### config.mk
export PLATFORM = sky130hd
export DESIGN_NAME = mips_mc_control
export DESIGN_NICKNAME = d
export VERILOG_FILES = /design/src/rtl/mips_pkg.sv /design/src/rtl/mips_alu_decode.sv /design/src/rtl/mips_mc_control.sv
export SDC_FILE = /design/constraint.sdc
export NUM_CORES = 1
export LEC_CHECK = 0
export ABC_AREA = 0
export CORE_MARGIN = 4
export CORE_UTILIZATION = 60
export DETAILED_ROUTE_END_ITERATION = 10
export DONT_BUFFER_PORTS = 1
export PLACE_DENSITY = 0.75
export SLEW_MARGIN = 15
export SYNTH_ARGS = -nofsm -noshare
export SYNTH_HDL_FRONTEND = slang
export SYNTH_SLANG_ARGS = --single-unit
### constraint.sdc
create_clock -name clk -period 2.06 [get_ports clk]
set_input_delay 0.206 -clock clk [delete_from_list [all_inputs] [get_ports clk]]
set_output_delay 0.206 -clock clk [all_outputs]
set_load 0.05 [all_outputs]
### src/rtl/mips_pkg.sv
// rtl/mips_pkg.sv - shared MIPS opcode, funct, ALU encoding and control-state definitions
package mips_pkg;

    localparam logic [5:0] OP_RTYPE = 6'b000000;
    localparam logic [5:0] OP_LW    = 6'b100011;
    localparam logic [5:0] OP_SW    = 6'b101011;
    localparam logic [5:0] OP_BEQ   = 6'b000100;

    localparam logic [5:0] FUNCT_ADD = 6'b100000;
    localparam logic [5:0] FUNCT_SUB = 6'b100010;
    localparam logic [5:0] FUNCT_AND = 6'b100100;
    localparam logic [5:0] FUNCT_OR  = 6'b100101;
    localparam logic [5:0] FUNCT_SLT = 6'b101010;

    localparam logic [3:0] ALU_AND = 4'b0000;
    localparam logic [3:0] ALU_OR  = 4'b0001;
    localparam logic [3:0] ALU_ADD = 4'b0010;
    localparam logic [3:0] ALU_SUB = 4'b0110;
    localparam logic [3:0] ALU_SLT = 4'b0111;

    typedef enum logic [2:0] {
        FETCH  = 3'd0,
        DECODE = 3'd1,
        EXEC   = 3'd2,
        MEM    = 3'd3,
        WB     = 3'd4
    } state_e;

    typedef enum logic [1:0] {
        CLS_R   = 2'd0,
        CLS_LW  = 2'd1,
        CLS_SW  = 2'd2,
        CLS_BEQ = 2'd3
    } inst_cls_e;

endpackage

### src/rtl/mips_alu_decode.sv
// rtl/mips_alu_decode.sv - combinational opcode/funct to ALUcontrol, instruction class and legal flag
module mips_alu_decode
    import mips_pkg::*;
#(
    parameter bit BEQ_EN = 1'b0
) (
    input  logic [5:0] op_i,
    input  logic [5:0] funct_i,
    output logic [3:0] alu_ctrl_o,
    output inst_cls_e  cls_o,
    output logic       legal_o
);

    // Illegal encodings leave ALUcontrol at zero so callers can forward it unmasked.
    always_comb begin
        alu_ctrl_o = 4'b0000;
        cls_o      = CLS_R;
        legal_o    = 1'b0;
        case (op_i)
            OP_RTYPE: begin
                case (funct_i)
                    FUNCT_ADD: begin alu_ctrl_o = ALU_ADD; legal_o = 1'b1; end
                    FUNCT_SUB: begin alu_ctrl_o = ALU_SUB; legal_o = 1'b1; end
                    FUNCT_AND: begin alu_ctrl_o = ALU_AND; legal_o = 1'b1; end
                    FUNCT_OR:  begin alu_ctrl_o = ALU_OR;  legal_o = 1'b1; end
                    FUNCT_SLT: begin alu_ctrl_o = ALU_SLT; legal_o = 1'b1; end
                    default: ;
                endcase
            end
            OP_LW: begin
                alu_ctrl_o = ALU_ADD;
                cls_o      = CLS_LW;
                legal_o    = 1'b1;
            end
            OP_SW: begin
                alu_ctrl_o = ALU_ADD;
                cls_o      = CLS_SW;
                legal_o    = 1'b1;
            end
            OP_BEQ: begin
                if (BEQ_EN) begin
                    alu_ctrl_o = ALU_SUB;
                    cls_o      = CLS_BEQ;
                    legal_o    = 1'b1;
                end
            end
            default: ;
        endcase
    end

endmodule

### src/rtl/mips_mc_control.sv
// rtl/mips_mc_control.sv - multi-cycle MIPS control sequencer; MIPS_MC_BEQ_EN adds beq with Branch/branch_taken
module mips_mc_control
    import mips_pkg::*;
#(
    parameter int INST_W  = 32,
    parameter int MEM_LAT = 1,
    parameter int CNT_W   = 16
) (
    input  logic              clk,
    input  logic              rst_n,
    input  logic [INST_W-1:0] inst_in,
    input  logic              inst_valid,
`ifdef MIPS_MC_BEQ_EN
    input  logic              alu_zero,
    output logic              Branch,
    output logic              branch_taken,
`endif
    output logic              inst_ready,
    output logic [INST_W-1:0] inst,
    output logic              RegDst,
    output logic              RegWrite,
    output logic              ALUSrc,
    output logic [3:0]        ALUcontrol,
    output logic              MemWrite,
    output logic              MemRead,
    output logic              MemToReg,
    output logic              illegal,
    output logic [CNT_W-1:0]  retired
);

`ifdef MIPS_MC_BEQ_EN
    localparam bit BEQ_EN = 1'b1;
`else
    localparam bit BEQ_EN = 1'b0;
`endif

    localparam int MC_W = (MEM_LAT > 1) ? $clog2(MEM_LAT) : 1;
    localparam logic [MC_W-1:0] MEM_LOAD = MC_W'(MEM_LAT - 1);

    state_e            state_q, state_d;
    inst_cls_e         cls_q;
    logic [INST_W-1:0] inst_q;
    logic              reg_dst_q, reg_write_q, alu_src_q, mem_write_q;
    logic              mem_read_q, mem_to_reg_q, illegal_q;
    logic [3:0]        alu_ctrl_q;
    logic [MC_W-1:0]   mem_cnt_q;
    logic [CNT_W-1:0]  retired_q;
    logic              retire;

    logic [3:0]        dec_alu;
    inst_cls_e         dec_cls;
    logic              dec_legal;

    mips_alu_decode #(
        .BEQ_EN (BEQ_EN)
    ) u_alu_decode (
        .op_i       (inst_q[INST_W-1 -: 6]),
        .funct_i    (inst_q[5:0]),
        .alu_ctrl_o (dec_alu),
        .cls_o      (dec_cls),
        .legal_o    (dec_legal)
    );

    always_comb begin
        state_d = state_q;
        retire  = 1'b0;
        case (state_q)
            FETCH:  if (inst_valid) state_d = DECODE;
            DECODE: state_d = dec_legal ? EXEC : FETCH;
            EXEC: begin
                case (cls_q)
                    CLS_LW, CLS_SW: state_d = MEM;
                    CLS_BEQ: begin
                        state_d = FETCH;
                        retire  = 1'b1;
                    end
                    default: state_d = WB;
                endcase
            end
            MEM: begin
                if (mem_cnt_q == '0) begin
                    if (cls_q == CLS_SW) begin
                        state_d = FETCH;
                        retire  = 1'b1;
                    end else begin
                        state_d = WB;
                    end
                end
            end
            WB: begin
                state_d = FETCH;
                retire  = 1'b1;
            end
            default: state_d = FETCH;
        endcase
    end

`ifdef MIPS_MC_BEQ_EN
    logic branch_q;
`endif

    // Strobes are registered from state_d so they line up with the state they belong to.
    always_ff @(posedge clk or negedge rst_n) begin
        if (!rst_n) begin
            state_q      <= FETCH;
            cls_q        <= CLS_R;
            inst_q       <= '0;
            reg_dst_q    <= 1'b0;
            reg_write_q  <= 1'b0;
            alu_src_q    <= 1'b0;
            alu_ctrl_q   <= 4'b0000;
            mem_write_q  <= 1'b0;
            mem_read_q   <= 1'b0;
            mem_to_reg_q <= 1'b0;
            illegal_q    <= 1'b0;
            mem_cnt_q    <= '0;
            retired_q    <= '0;
`ifdef MIPS_MC_BEQ_EN
            branch_q     <= 1'b0;
`endif
        end else begin
            state_q <= state_d;
            if (state_q == FETCH && inst_valid) begin
                inst_q <= inst_in;
            end
            if (state_q == DECODE) begin
                cls_q        <= dec_cls;
                reg_dst_q    <= dec_legal && (dec_cls == CLS_R);
                alu_src_q    <= dec_legal && (dec_cls == CLS_LW || dec_cls == CLS_SW);
                alu_ctrl_q   <= dec_alu;
                mem_to_reg_q <= dec_legal && (dec_cls == CLS_LW);
            end
            illegal_q   <= (state_q == DECODE) && !dec_legal;
            reg_write_q <= (state_d == WB);
            mem_read_q  <= (state_d == MEM) && (cls_q == CLS_LW);
            mem_write_q <= (state_d == MEM) && (cls_q == CLS_SW);
            if (state_q == EXEC && state_d == MEM) begin
                mem_cnt_q <= MEM_LOAD;
            end else if (state_q == MEM && mem_cnt_q != '0) begin
                mem_cnt_q <= mem_cnt_q - 1'b1;
            end
            if (retire) begin
                retired_q <= retired_q + 1'b1;
            end
`ifdef MIPS_MC_BEQ_EN
            branch_q <= (state_d == EXEC) && (dec_cls == CLS_BEQ);
`endif
        end
    end

    assign inst_ready = (state_q == FETCH);
    assign inst       = inst_q;
    assign RegDst     = reg_dst_q;
    assign RegWrite   = reg_write_q;
    assign ALUSrc     = alu_src_q;
    assign ALUcontrol = alu_ctrl_q;
    assign MemWrite   = mem_write_q;
    assign MemRead    = mem_read_q;
    assign MemToReg   = mem_to_reg_q;
    assign illegal    = illegal_q;
    assign retired    = retired_q;
`ifdef MIPS_MC_BEQ_EN
    assign Branch       = branch_q;
    assign branch_taken = branch_q && alu_zero;
`endif

endmodule

==> flow_summary.yaml <==
status:
  status: "complete, no violations"
setup_path:
  crit_family: "compound AO/OA/AOI/OAI gates"
  critPathBufInv: 2
  endpoint_kind: "flop"
  path_max_fanout: 10
  cp_slowest_stage_delay_ns: 0.40
  worstPathCellList: "inv_1 -> ha_1 -> and3b_1 -> o211ai_4 -> buf_4 -> a211oi_1 -> xor2_1"
  critPathSlowestCell: "dfrtp_1"
  crit_arrival_ns: 2.11
  cp-start-kind: "flop"
  path_class: "reg -> reg"
  worstPathRequired_ns: 2.27
die:
  start_util: 0.6170
  core_sq_um: 4723
  die_y_microns: 77.69
  die_x_microns: 77.69
  die-area_sq_um: 6036
  rows: 25
  io_pins: 95
sta:
  worst_pin_slew_ns: 0.5953
  post-route-period-util: 0.9203
  setup_slack_ns: 0.1641
  finalSetupTns_ns: 0
  clock_skew_ns: 0.005562
  setup_viol: 0
  grt_setup_unrepaired: "false"
  fmax_mhz: 527.5
  slew_viol_final: 0
  maxSlewHeadroom: 0.6031
  fin_crit_ns: 1.896
  hold_violations: 0
cells_and_area:
  drive_gt1_frac: 0.3553
  fin_nets: 311
  fin_util: 0.7391
  ff_latch_area_sq_um: 1602
  postLayoutCellArea_sq_um: 3491
  area_delta_synth_final_pct: 19.79
  diodes: 0
  n_fill_cell: 321
  final_cells: 340
  multi_input_area_sq_um: 1217
clock_tree:
  clk_latency_ns: 0.34
  cts.sinks: 64
  cts_tree: "done"
  numCtsBuffers: 9
  clockBufferDepth: 2
  ctsHtreeMaxLevel: 3
  clock-root-buffer: "clkbuf_8"
  cts.clk_slew.worst_paths_ns: 0.07
placed_design:
  dpl.hpwl_microns: 4346
  io_buffers: 0
  placed_cell_area_sq_um: 3211
  dp_cells: 320
  place_congestion: 0.8314
  pre_cts_slack_ns: 0.08825
synth:
  ys_top_cells_by_area: "dfrtp_1 55%, mux2_2 12%, a211oi_2 3.4%"
  async_flop_share: 1.000
  ys_ff_latch: 64
  synth_edf_count: 0
  synth_top_area_cell: "dfrtp_1"
  syn_nets: 273
  syn_inst: 230
  ys_warn_count: 0
  yosysTopAreaCellShare: 0.5496
  synth_top_flop_cell: "dfrtp_1"
  ys_seq_area_frac: 0.5496
  mappedNetlistArea_sq_um: 2914
  synth.avg_cell_area_sq_um: 12.67
  synthDistinctLibCells: 45
global_routing:
  grtUsageTotal: 0.2096
  grt_max_degree: 65
  grt_first_pass_wirelength_microns: 9756
  antenna_found_initial: 0
  grt_pass1_vias: 2012
  grt.overflow.total: 0
pwr:
  p_leak_uw: 0.001613
  peakVddDrop_v: 0.0009387
  p_per_area_nw_per_um2: 1106
drt:
  drc: 0
  firstDrtPassIters: 4
  wirelength_microns: 6006
  ant_nets: 0
  vias: 1903
  via_per_inst: 5.597
  drt_iter0_drc: 75
  wire_per_inst_microns: 17.66
job:
  cap_violations: 0
worst_hold_path:
  hp-class: "in -> reg"
-- cell type report --
type                    instances  area share
repair buffers                 38     0.09319
clock inverters                 3     0.01864
flip-flops and latches         64      0.4588
well taps                      67     0.02401
clock buffers                  13     0.04265
inverters                      13     0.01398
multi-input cells             142      0.3487
-- flip-flops by register name, summed over array words and instances (netlist names), 2 cells and up --
name        cells
ALUcontrol      3
cls_q           2
inst           32
retired        16
state_q         3
-- worst register-to-register path: cells and delay by family, from the launching register on --
kind	cells	cell delay (ns)
adders and majority gates	1	0.23
and+or+nand+nor	1	0.20
xor gates and xnor gates	1	0.18
DFF	1	0.40
AOI/OAI and AO/OA	2	0.47
buffers and inverters	2	0.30
-- report_power, final --
| group | switching, uW | total, uW | internal, uW |
|---|---|---|---|
| Clock | 459 | 1170 | 714 |
| Combinational | 442 | 728 | 286 |
| Sequential | 532 | 1960 | 1430 |
| Total | 1430 | 3860 | 2430 |
-- layout by cell type, fill, tap and decap left out, types with 2 or more instances in the layout --
master / count
dfrtp_1: 64
buf_4: 33
mux2_2: 32
nand2_1: 15
inv_1: 12
xor2_1: 11
clkbuf_8: 10
a211oi_2: 8
ha_1: 8
nor2_1: 7
nand3_1: 7
o21ai_0: 7
xnor2_1: 4
nand2b_1: 3
a21oi_1: 3
nor2b_1: 3
o31ai_1: 3
a2111oi_2: 3
clkbuf_1: 3
dlygate4sd3_1: 3
nor3b_1: 2
or3_1: 2
and2_1: 2
and4_1: 2
mux2_1: 2
bufinv_16: 2
-- Yosys cell counts (all sizes together) (3+ instances only) --
cell     count
mux2        34
nand3        7
nor2b        3
o31ai        3
buf          9
xnor2        4
nand2       15
a211oi       9
nor2         7
inv         13
nand2b       3
a2111oi      3
xor2        11
o21ai        7
a21oi        3
ha           8
dfrtp       64
-- through the flow --
stage	hold slack [ns]	total power, uW
after CTS	0.007466	3877
after global placement	-0.08757	2644
after global routing	0.006836	4012
after floorplan	-0.08959	2466
final	0.01267	3862
after detailed placement	-0.08712	2680
-- routing by layer --
| layer | part of all wire | global-route usage | vias to the layer above | wire [microns] |
|---|---|---|---|---|
| met4 | 0.019 | 0.1068 | 0 | 115 |
| met5 | 0 | 0 | - | 0 |
| li1 | - | - | 875 | - |
| met3 | 0.079 | 0.06961 | 11 | 475 |
| met1 | 0.37 | 0.2317 | 942 | 2245 |
| met2 | 0.53 | 0.3579 | 75 | 3169 |
-- path summary, 6_finish.rpt --
| path | startpoint | to | slack (ns) | depth (start not counted) |
|---|---|---|---|---|
| min in group asynchronous | rst_n | retired[8] | 0.40 | 2 |
| min | inst_in[29] | inst[29] | 0.01 | 2 |
| min reg2reg | retired[8] | retired[8] | 0.52 | 1 |
| max reg2reg | cls_q[0] | retired[4] | 0.16 | 7 |
| max in group asynchronous | rst_n | inst[20] | 1.41 | 2 |
| max | cls_q[0] | retired[4] | 0.16 | 7 |
-- logic make-up after synthesis --
group	count (synthesis)	synth area share
and+or+nand+nor	52	0.1018
AOI/OAI and AO/OA	31	0.09575
xor gates and xnor gates	15	0.04508
DFF	64	0.5496
muxes	35	0.1348
buffers and inverters	24	0.03735
other	1	0.001287
adders and majority gates	8	0.03435
-- repair_timing --
item / 4_1_cts / 5_1_grt
endpoints found under the hold margin: 66 / 0
setup endpoints to repair: 0 / 9
hold buffers: 4 / 0
buffers inserted: 0 / 0
resized for setup: 0 / 1
(Power assumes the default switching activity.)
